===== src/rtl/bsg_manycore_reset_sequencer.sv =====
// bsg_manycore_reset_sequencer
//
// Holds a set of reset domains in reset until tag programming completes,
// then releases the enabled domains one at a time with a fixed stagger and
// starts a free-running global cycle counter once all of them are out of
// reset. A missing tag-done is flagged by a sticky timeout. If tag-done
// drops after the sequence has started, every domain goes back into reset
// and the sequencer waits for tag-done again.
//
// Ports:
//   clk_i          - single clock
//   reset_i        - asynchronous, active-high reset
//   tag_done_i     - level, high once tag programming is complete
//   channel_en_i   - per-channel enable, latched when sequencing starts
//   reset_o        - per-channel active-high reset (registered)
//   all_released_o - every enabled channel is out of reset
//   timeout_o      - sticky, tag-done did not arrive in time
//   global_ctr_o   - cycles since all_released_o rose (wraps)

module bsg_manycore_reset_sequencer #(
    parameter int num_channels_p   = 4,
    parameter int sync_depth_p     = 3,
    parameter int stagger_cycles_p = 16,
    parameter int timeout_cycles_p = 1024,
    parameter int ctr_width_p      = 32
) (
    input  logic                      clk_i,
    input  logic                      reset_i,
    input  logic                      tag_done_i,
    input  logic [num_channels_p-1:0] channel_en_i,
    output logic [num_channels_p-1:0] reset_o,
    output logic                      all_released_o,
    output logic                      timeout_o,
    output logic [ctr_width_p-1:0]    global_ctr_o
);

    localparam int wait_w_lp = (timeout_cycles_p > 0) ? $clog2(timeout_cycles_p + 1) : 1;
    localparam int stag_w_lp = (stagger_cycles_p > 1) ? $clog2(stagger_cycles_p) : 1;

    localparam logic [wait_w_lp-1:0] wait_last_lp =
        wait_w_lp'((timeout_cycles_p > 0) ? timeout_cycles_p - 1 : 0);
    localparam logic [stag_w_lp-1:0] stag_last_lp = stag_w_lp'(stagger_cycles_p - 1);

    localparam logic [1:0] wait_tag_s = 2'd0;
    localparam logic [1:0] release_s  = 2'd1;
    localparam logic [1:0] done_s     = 2'd2;
    localparam logic [1:0] timeout_s  = 2'd3;

    logic [1:0]                state_r, state_n;
    logic [sync_depth_p-1:0]   tag_sync_r;
    logic                      tagd;
    logic                      tag_drop;
    logic [wait_w_lp-1:0]      wait_ctr_r, wait_ctr_n;
    logic [stag_w_lp-1:0]      stag_ctr_r, stag_ctr_n;
    logic [num_channels_p-1:0] mask_r, mask_n;
    logic [num_channels_p-1:0] reset_n;
    logic                      all_released_n;
    logic                      timeout_n;
    logic [ctr_width_p-1:0]    global_ctr_n;
    logic [num_channels_p-1:0] pending;
    logic [num_channels_p-1:0] next_bit;

    // Isolates the lowest set bit: the next channel in ascending order.
    function automatic logic [num_channels_p-1:0] lowest_set(input logic [num_channels_p-1:0] v);
        return v & (~v + num_channels_p'(1));
    endfunction

    assign tagd     = tag_sync_r[sync_depth_p-1];
    assign tag_drop = !tagd && (state_r == release_s || state_r == done_s);

    // Tag-done delay chain
    always_ff @(posedge clk_i or posedge reset_i) begin
        if (reset_i) begin
            tag_sync_r <= '0;
        end else begin
            tag_sync_r[0] <= tag_done_i;
            for (int i = 1; i < sync_depth_p; i++) begin
                tag_sync_r[i] <= tag_sync_r[i-1];
            end
        end
    end

    always_comb begin
        state_n        = state_r;
        wait_ctr_n     = wait_ctr_r;
        stag_ctr_n     = stag_ctr_r;
        mask_n         = mask_r;
        reset_n        = reset_o;
        all_released_n = all_released_o;
        timeout_n      = timeout_o;
        global_ctr_n   = global_ctr_o;
        pending        = '0;
        next_bit       = '0;

        case (state_r)
            wait_tag_s: begin
                wait_ctr_n = wait_ctr_r + wait_w_lp'(1);
                if (tagd) begin
                    // The first enabled channel is released on the same edge
                    // the mask is captured, so it is taken from the live input.
                    mask_n     = channel_en_i;
                    next_bit   = lowest_set(channel_en_i);
                    reset_n    = ~next_bit;
                    stag_ctr_n = '0;
                    if (channel_en_i != '0 && (channel_en_i & ~next_bit) == '0) begin
                        state_n        = done_s;
                        all_released_n = 1'b1;
                    end else begin
                        state_n = release_s;
                    end
                end else if (timeout_cycles_p != 0 && wait_ctr_r == wait_last_lp) begin
                    state_n   = timeout_s;
                    timeout_n = 1'b1;
                end
            end
            release_s: begin
                // Enabled channels still held in reset.
                pending  = mask_r & reset_o;
                next_bit = lowest_set(pending);
                if (pending == '0) begin
                    // Empty mask: nothing to release.
                    state_n        = done_s;
                    all_released_n = 1'b1;
                end else if (stag_ctr_r == stag_last_lp) begin
                    reset_n    = reset_o & ~next_bit;
                    stag_ctr_n = '0;
                    if ((pending & ~next_bit) == '0) begin
                        state_n        = done_s;
                        all_released_n = 1'b1;
                    end
                end else begin
                    stag_ctr_n = stag_ctr_r + stag_w_lp'(1);
                end
            end
            done_s: begin
                global_ctr_n = global_ctr_o + ctr_width_p'(1);
            end
            default: begin
                // Timeout is terminal until reset.
            end
        endcase

        // A tag drop overrides anything scheduled for this edge.
        if (tag_drop) begin
            state_n        = wait_tag_s;
            reset_n        = '1;
            all_released_n = 1'b0;
            global_ctr_n   = '0;
            wait_ctr_n     = '0;
            stag_ctr_n     = '0;
        end
    end

    // Sequencer state and registered outputs
    always_ff @(posedge clk_i or posedge reset_i) begin
        if (reset_i) begin
            state_r        <= wait_tag_s;
            wait_ctr_r     <= '0;
            stag_ctr_r     <= '0;
            mask_r         <= '0;
            reset_o        <= '1;
            all_released_o <= 1'b0;
            timeout_o      <= 1'b0;
            global_ctr_o   <= '0;
        end else begin
            state_r        <= state_n;
            wait_ctr_r     <= wait_ctr_n;
            stag_ctr_r     <= stag_ctr_n;
            mask_r         <= mask_n;
            reset_o        <= reset_n;
            all_released_o <= all_released_n;
            timeout_o      <= timeout_n;
            global_ctr_o   <= global_ctr_n;
        end
    end

endmodule


===== config.mk =====
export PLATFORM = sky130hd
export DESIGN_NAME = bsg_manycore_reset_sequencer
export DESIGN_NICKNAME = d
export VERILOG_FILES = /design/src/rtl/bsg_manycore_reset_sequencer.sv
export SDC_FILE = /design/constraint.sdc
export NUM_CORES = 1
export LEC_CHECK = 0
export ABC_AREA = 1
export BUFFER_PORTS_ARGS = -buffer_cell sky130_fd_sc_hd__buf_4
export CORE_ASPECT_RATIO = 0.6
export CORE_MARGIN = 2
export CORE_UTILIZATION = 55
export CTS_CLUSTER_DIAMETER = 100
export DETAILED_ROUTE_END_ITERATION = 10
export PLACE_DENSITY = 0.83
export SLEW_MARGIN = 10
export SYNTH_ARGS = -nofsm -noshare
export SYNTH_HDL_FRONTEND = slang
export SYNTH_SLANG_ARGS = --single-unit

===== constraint.sdc =====
create_clock -name clk_i -period 2.4 [get_ports clk_i]
set_input_delay 0.48 -clock clk_i [delete_from_list [all_inputs] [get_ports clk_i]]
set_output_delay 0.48 -clock clk_i [all_outputs]
set_load 0.005 [all_outputs]

After elaboration in Yosys (flattened, before gate mapping):

Index checks and enable logic that the tools add are counted.

* add/sub/neg operators: 5
* eq/ne operators: 11
* muxes and demuxes: 29
* bitwise gates (word level): 11
* reductions and logical operators: 18

Operators by type and width (number)
* $mux 32: 2
* $add 32x1->32 const B: 1
* $mux 4: 8
* $and 4x4->4: 6
* $mux 11: 2
* $not 4->4: 4
* $pmux 4 s2: 2
* $mux 2: 7
* $add 4x1->4 const B: 3
* $logic_not 4->1: 3
* $add 11x1->11 const B: 1
* $eq 11x10->1 const B: 1
* $ne 3x3->1 const B: 3
* $ne 4x2->1 const B: 2
* $reduce_and 4->1: 2
* $mux 1: 6
* $reduce_and 3->1: 2
* $reduce_and 5->1: 1
* $eq 4x4->1 const B: 1
* $ne 4x4->1 const B: 1
* $pmux 2 s2: 1
* $reduce_bool 2->1: 2
* $reduce_bool 4->1: 1
* $ne 3x2->1 const B: 1
* 10 further kinds: 11

* register bits after elaboration: 62
* input bits: 7
* output and inout port bits: 38
* logic and storage cells: 83

Depth between registers and ports, before layout:

Gate-level depths: netlist of the first run.

* depth in word-level cells: 12
* gate-level depth with buffers: 11
* mapped depth without buffers: 11

Worst setup path before layout of the first run:

Ideal clock, no wire load.

* path kind: register -> register
* start point: register state_r[0]
* end point: register global_ctr_o[29]
* setup time: 117 ps
* arrival: 1365 ps
* data required time: 2283 ps
* slack: 918 ps
* stages on the path, launching flop included: 9
* cell sequence: dfrtp_1 inv_1 ha_1 buf_4 nand4_1 nor2_2 nand3_1 nor2_1 nor2_1

* word-level cells in the longest chain between the ends: 4
* elaborated cells between the ends (all ways): 6
* classes of those cells: eq/ne (2); mux (1); reduce/logical (3)

RTL lines
* from (decl): RTL line 49 `logic [1:0] state_r, state_n;`
* from (signal assigned): RTL line 157 `state_r <= wait_tag_s;`
* from (signal assigned): RTL line 166 `state_r <= state_n;`
* $eq 2x1->1 / $eq 2x2->1 (equally long branches): RTL line 69, 95
* $logic_or 1x1->1: RTL line 69 `assign tag_drop = !tagd && (state_r == release_s || state_r == done_s);`
* $logic_and 1x1->1: RTL line 69
* $mux 32 / $reduce_bool 2->1 (equally long branches)
* to (signal assigned): RTL line 173 `global_ctr_o <= global_ctr_n;`
* to (decl): RTL line 34 `output logic [ctr_width_p-1:0] global_ctr_o`

Several ways; a longest one is shown, not always the timed one.
A chain may end at the register's enable or synchronous reset.

Final worst setup path of the first run:

* start point: register state_r[0]
* end point: register stag_ctr_r[2]

* word-level cells in the longest chain between the ends: 5
* elaborated cells between the ends (all ways): 11
* classes of those cells: eq/ne (4); mux (2); reduce/logical (5)

RTL lines
* $eq 2x1->1 / $eq 2x2->1 (equally long branches): RTL line 69, 95
* $logic_or 1x1->1: RTL line 69
* $logic_and 1x1->1: RTL line 69
* $ne 3x3->1 (no source line) / $reduce_bool 3->1 (equally long branches)
* $reduce_and 3->1 (no source line)
* to (signal assigned): RTL line 168 `stag_ctr_r <= stag_ctr_n;`
* to (decl): RTL line 54 `logic [stag_w_lp-1:0] stag_ctr_r, stag_ctr_n;`

Several ways; a longest one is shown, not always the timed one.

==> results of run 1 <==
cell families (layout without fill, tap and decap cells):
family	after synthesis	in the layout	share of synthesized area (%)
flip-flops	62	62	43.28
AND/OR/NAND/NOR	294	294	37.86
multiplexers	1	1	0.3131
AO/OA/AOI/OAI	54	54	8.281
buffers and inverters	76	132	8.177
adder cells (fa/ha/maj)	6	6	2.088
cells in the final DEF (no fill, tap or decap), drive strengths merged, types with 2 or more instances in the layout:
cell type / n
ha: 6
clkbuf: 14
a31oi: 2
dfstp: 4
nor2: 74
buf: 47
nand4: 16
o21ai: 16
nor3b: 2
inv: 70
nand2: 139
o21a: 2
o21bai: 2
nor3: 13
dfrtp: 58
a21oi: 28
nand3: 46
per-layer routing:
layer  up-vias  part of all wire (%)  wire length (um)
met1      1597                    50              4323
li1       1694                     -                 -
met2       163                    41              3506
met5         -                     0                 0
met3        11                   8.6               739
met4         0                  0.82                71
power by group through the flow:
stage	clock, mW	combinational, mW	sequential, mW
4_1_cts	0.896	0.0515	1.05
2_1_floorplan	0	0.0286	1.07
3_5_place_dp	0	0.0512	1.07
5_1_grt	0.951	0.0581	1.05
3_3_place_gp	0	0.0515	1.07
6_report	0.880	0.0498	1.05
registers in the layout (all words and copies together), names as in the netlist:
name	count
global_ctr_o	32
wait_ctr_r	11
mask_r	4
reset_o	4
stag_ctr_r	4
tag_sync_r	3
state_r	2
all_released_o	1
timeout_o	1
metrics by stage:
step / hold slack (ns) / power, mW
after detailed placement: 0.3396 / 1.122
after CTS: 0.2196 / 1.999
after global placement: 0.3318 / 1.122
after floorplan: 0.3312 / 1.098
final: 0.2066 / 1.982
after global routing: 0.2268 / 2.060
critical path: cells and delay by family (launching register included):
kind	cells	cell delay, ns
buf+inv	3	0.37
compound gates	2	0.22
simple gates	3	0.62
fa+ha+maj	1	0.31
flops	1	0.38
worst max path at each step:
stage                    start        endpoint  slack [ns]  cells after the start
finish              state_r[0]   stag_ctr_r[2]        0.44                      9
global route        state_r[0]   stag_ctr_r[2]        0.24                      9
CTS                 state_r[0]   stag_ctr_r[2]        0.45                      9
detailed placement  state_r[0]   stag_ctr_r[2]        0.47                      9
global placement    state_r[0]   stag_ctr_r[2]        0.60                      9
floorplan              reset_i  all_released_o        0.39                      1
area by class of cell:
cell class	count	area, um2	area share (%)
clock buffers	14	152.6	3.619
clock inverters	1	30.03	0.7120
inverters	70	262.8	6.230
multi-input cells	355	1745	41.38
flip-flops and latches	62	1556	36.90
well taps	84	105.1	2.492
repair buffers	47	365.4	8.662
==> results.py, run 1 <==
metrics = {
    "pwr": {
        "p_seq_share_pct": 53.1,
        "cellPowerDensity_nw_per_um2": 469.8,
        "combPwrFrac_pct": 2.5,
        "clkPwrFrac_pct": 44.4,
        "p_switching_mw": 0.4123,
        "p_int_mw": 1.569,
        "p_leak_nw": 2.196,
        "swShare_pct": 20.80,
        "ir_drop_uv": 402.0,
    },
    "sta": {
        "rsz0062_at_grt": "false",
        "hold_viol": 0,
        "min_period_ns": 1.961,
        "setup_ws_ns": 0.4393,
        "timing.fmax_mhz": 510.0,
        "maxSlewViolCount": 0,
        "timing.max_slew.rel_slack_pct": 69.93,
        "tightest_slew_ns": 0.4493,
        "clock_skew_ns": 0.006553,
        "setup-violations-final": 0,
        "finalCritPeriodShare_pct": 81.70,
        "fin_tns_setup_ns": 0,
    },
    "critical_path": {
        "path_max_fanout": 14,
        "arrival_ns": 2.22,
        "rrSetupSlack_ns": 0.44,
        "critPathKind": "reg -> reg",
        "worstPathRequired_ns": 2.66,
        "reg2reg_depth": 9,
        "worst_path_largest_cell_delay_ns": 0.38,
        "cpMaxStageDelayCell": "dfrtp_1",
        "cp_cell_sequence": "inv_1, ha_1, nand2_1, inv_2, nor2_2, inv_2, a21oi_1, nor2_1, a21oi_1",
        "r2r-start": "state_r[0]",
        "cp-start-kind": "flip-flop",
        "end_kind": "flip-flop",
        "r2r_end": "stag_ctr_r[2]",
    },
    "placement": {
        "place_ws_ns": 0.4652,
        "dpl_cell_area_um2": 4035,
        "hpwl_um": 6311,
        "io_buffers": 44,
        "dp.cells": 618,
        "gp_congestion": 0.9163,
    },
    "final_layout": {
        "layout-drive-gt1-share_pct": 17.67,
        "n_antenna_cell": 0,
        "num-nets-final": 558,
        "final_cells": 633,
        "finish.instance_area_um2": 4218,
        "fin_util_pct": 67.80,
        "area_delta_synth_final_pct": 17.29,
        "nFillCells": 539,
    },
    "grt": {
        "grt_pass1_vias": 3071,
        "busiest_layer": "met1",
        "grt_use_met1_pct": 41.60,
        "grt_antenna_before_repair": 0,
        "grtUsageMet2_pct": 36.56,
        "overflow": 0,
        "grt_pass1_wl_um": 14770,
        "grt.total_usage_pct": 26.59,
        "grt_max_degree": 63,
        "use_met3_pct": 6.458,
    },
    "synthesis": {
        "synth_commonest_cells": "nand2_1 (137), nor2_1 (63), dfrtp_1 (58), inv_1 (56), nand3_1 (41)",
        "synth_area_leader_cell": "dfrtp_1",
        "synth_edf_count": 0,
        "synth_warnings": 0,
        "yosys_most_used_dff": "dfrtp_1",
        "synth_cell_types": 35,
        "synth_area_um2": 3596,
        "syn_area_per_cell_um2": 7.294,
        "ys_async_sr_fraction_pct": 100.0,
        "synthCells": 493,
        "synth_top_area_share_pct": 40.36,
        "ys_top_cells_by_area": "dfrtp_1 (40%), nand2_1 (14%), nor2_1 (6.6%), inv_1 (5.8%), nand3_1 (5.7%)",
        "synth_fp_nets": 506,
        "ys_ff_latch": 62,
        "ys_seq_area_share_pct": 43.28,
        "synth.most_common_cell": "nand2_1",
    },
    "clock_tree": {
        "cts_inserted_buffers": 9,
        "root_buffer": "clkbuf_8",
        "postCtsResizedCells": 0,
        "clk_latency_ns": 0.33,
        "cts_setup_buffers": 0,
        "cts_hold_buf": 0,
        "clk_pin_slew_ns": 0.06,
        "cts.sinks": 62,
        "cts_tree": "done",
        "cts_buffer_depth": 2,
        "cts.htree.levels": 3,
    },
    "drt": {
        "dr.pass1.iters": 6,
        "wl_per_cell_um": 13.65,
        "first_iter_violations": 406,
        "vias_per_cell": 5.474,
        "drtAntennaViolNets": 0,
        "drt_wl_total_um": 8641,
        "drc": 0,
        "vias": 3465,
    },
    "run_status": {
        "status": "finished, final reports clean",
    },
    "floorplan": {
        "dieHeight_um": 66.63,
        "initial_core_util_pct": 57.80,
        "die-area_um2": 7222,
        "core_area_um2": 6221,
        "ios": 45,
        "row_count": 22,
        "die_w_um": 108.4,
    },
    "min_path": {
        "hold_class": "in -> async",
    },
    "run": {
        "cap_viol_max_count": 0,
    },
}
Note: power is estimated with default switching activity, not from simulation.
==> run 2: changes to the inputs <==
- clock period: 2.4 -> 2.01 ns (I/O delays scaled with it)
==> results.py, run 2 (synthesis results as in run 1) <==
metrics = {
    "clock_tree": {
        "cts_tree": "done",
        "root_buffer": "clkbuf_8",
        "postCtsResizedCells": 0,
        "cts.htree.levels": 3,
        "clk_pin_slew_ns": 0.07,
        "cts_hold_buf": 0,
        "cts_buffer_depth": 2,
        "cts_inserted_buffers": 9,
        "cts_setup_buffers": 0,
        "clk_latency_ns": 0.36,
        "cts.sinks": 62,
    },
    "critical_path": {
        "rrSetupSlack_ns": 0.22,
        "worstPathRequired_ns": 2.31,
        "r2r-start": "state_r[0]",
        "reg2reg_depth": 9,
        "cp-start-kind": "flip-flop",
        "cpMostUsedCell": "nand2_1",
        "crit_family": "simple AND/OR/NAND/NOR gates",
        "path_max_fanout": 10,
        "arrival_ns": 2.09,
        "cpMaxStageDelayCell": "dfrtp_1",
        "r2r_end": "global_ctr_o[25]",
        "cp_cell_sequence": "inv_1, ha_1, buf_4, nand4_1, nor2_2, nand3_1, nand2_1, nand2_1, nor2_1",
        "critPathKind": "reg -> reg",
        "worst_path_largest_cell_delay_ns": 0.42,
        "cp_num_buf_inv": 2,
        "end_kind": "flip-flop",
    },
    "sta": {
        "finalCritPeriodShare_pct": 89.18,
        "clock_skew_ns": 0.008570,
        "setup_ws_ns": 0.2175,
        "tightest_slew_ns": 0.5216,
        "setup-violations-final": 0,
        "timing.max_slew.rel_slack_pct": 65.10,
        "maxSlewViolCount": 0,
        "hold_slack_ns": 0.09799,
        "hold_viol": 0,
        "min_period_ns": 1.793,
        "rsz0062_at_grt": "false",
        "timing.fmax_mhz": 557.9,
        "fin_tns_setup_ns": 0,
    },
    "placement": {
        "place_ws_ns": 0.2853,
        "dpl_cell_area_um2": 4043,
        "hpwl_um": 6491,
        "gp_congestion": 1.027,
        "dp.cells": 619,
        "io_buffers": 44,
    },
    "final_layout": {
        "finish.instance_area_um2": 4292,
        "regMostFlops": "global_ctr_o",
        "multiInputGateArea_um2": 1745,
        "final_cells": 635,
        "layout-drive-gt1-share_pct": 18.33,
        "area_delta_synth_final_pct": 19.35,
        "nFillCells": 514,
        "top_regs": "global_ctr_o (32), wait_ctr_r (11)",
        "largest_register_ffs": 32,
        "n_antenna_cell": 0,
        "layout_commonest_cell": "nand2_1",
        "mostFrequentLayoutCells": "nand2_1 (137), nor2_1 (63), dfrtp_1 (58)",
        "fin_util_pct": 68.99,
        "num-nets-final": 559,
        "ff_latch_area_um2": 1556,
    },
    "grt": {
        "grt_antenna_before_repair": 0,
        "grt_pass1_vias": 3087,
        "grt.total_usage_pct": 27.20,
        "overflow": 0,
        "grt_pass1_wl_um": 14750,
        "grt_max_degree": 63,
    },
    "floorplan": {
        "row_count": 22,
        "die_w_um": 108.4,
        "die-area_um2": 7222,
        "dieHeight_um": 66.63,
        "core_area_um2": 6221,
        "ios": 45,
        "initial_core_util_pct": 57.80,
    },
    "pwr": {
        "p_leak_nw": 2.234,
        "cellPowerDensity_nw_per_um2": 627.1,
        "p_total_mw": 2.691,
        "ir_drop_uv": 597.5,
    },
    "drt": {
        "drt_wl_total_um": 8767,
        "wl_met3_um": 866,
        "first_iter_violations": 322,
        "wl_per_cell_um": 13.81,
        "top_layer": "met4",
        "drtAntennaViolNets": 0,
        "vias": 3466,
        "vias_per_cell": 5.458,
        "m1WireLength_um": 4157,
        "dr.pass1.iters": 5,
        "drc": 0,
        "dr_wl_met2_um": 3565,
    },
    "run": {
        "cap_viol_max_count": 0,
    },
    "run_status": {
        "status": "finished, final reports clean",
    },
    "min_path": {
        "hold_class": "in -> async",
    },
}
==> run 2: worst max-delay path by stage <==
stage                     startpoint          endpoint  slack [ns]  cells after the start
after CTS                 state_r[0]        state_r[0]        0.27                      9
final                     state_r[0]  global_ctr_o[25]        0.22                      9
after detailed placement  state_r[0]  global_ctr_o[16]        0.29                      9
after global placement    state_r[0]  global_ctr_o[25]        0.34                      8
after floorplan              reset_i    all_released_o        0.07                      1
after global routing      state_r[0]  global_ctr_o[25]        0.08                      9
==> run 2: final cells by class <==
type | instances | area share [%]
Inverter | 70 | 6.122
Clock buffer | 13 | 3.703
Multi-Input combinational cell | 355 | 40.67
Sequential cell | 62 | 36.27
Tap cell | 84 | 2.449
Timing Repair Buffer | 48 | 8.688
Clock inverter | 3 | 2.099
==> run 2: layer usage <==
layer	vias to the layer above	global-route usage, %
met4	0	9.615
met2	164	36.32
li1	1704	-
met1	1574	39.62
met3	24	10.57
met5	-	0
==> run 2: power by group <==
part | internal, mW | leakage [nW] | total (mW) | switching [mW]
clock | 0.893 | 0.124 | 1.38 | 0.482
sequential | 1.25 | 0.817 | 1.26 | 0.00336
combinational | 0.0190 | 1.29 | 0.0605 | 0.0415
==> run 2: worst min-delay path, cell delays in order <==
cell,delay (ns)
buf_4,0.11
inv_2,0.06
buf_12,0.28
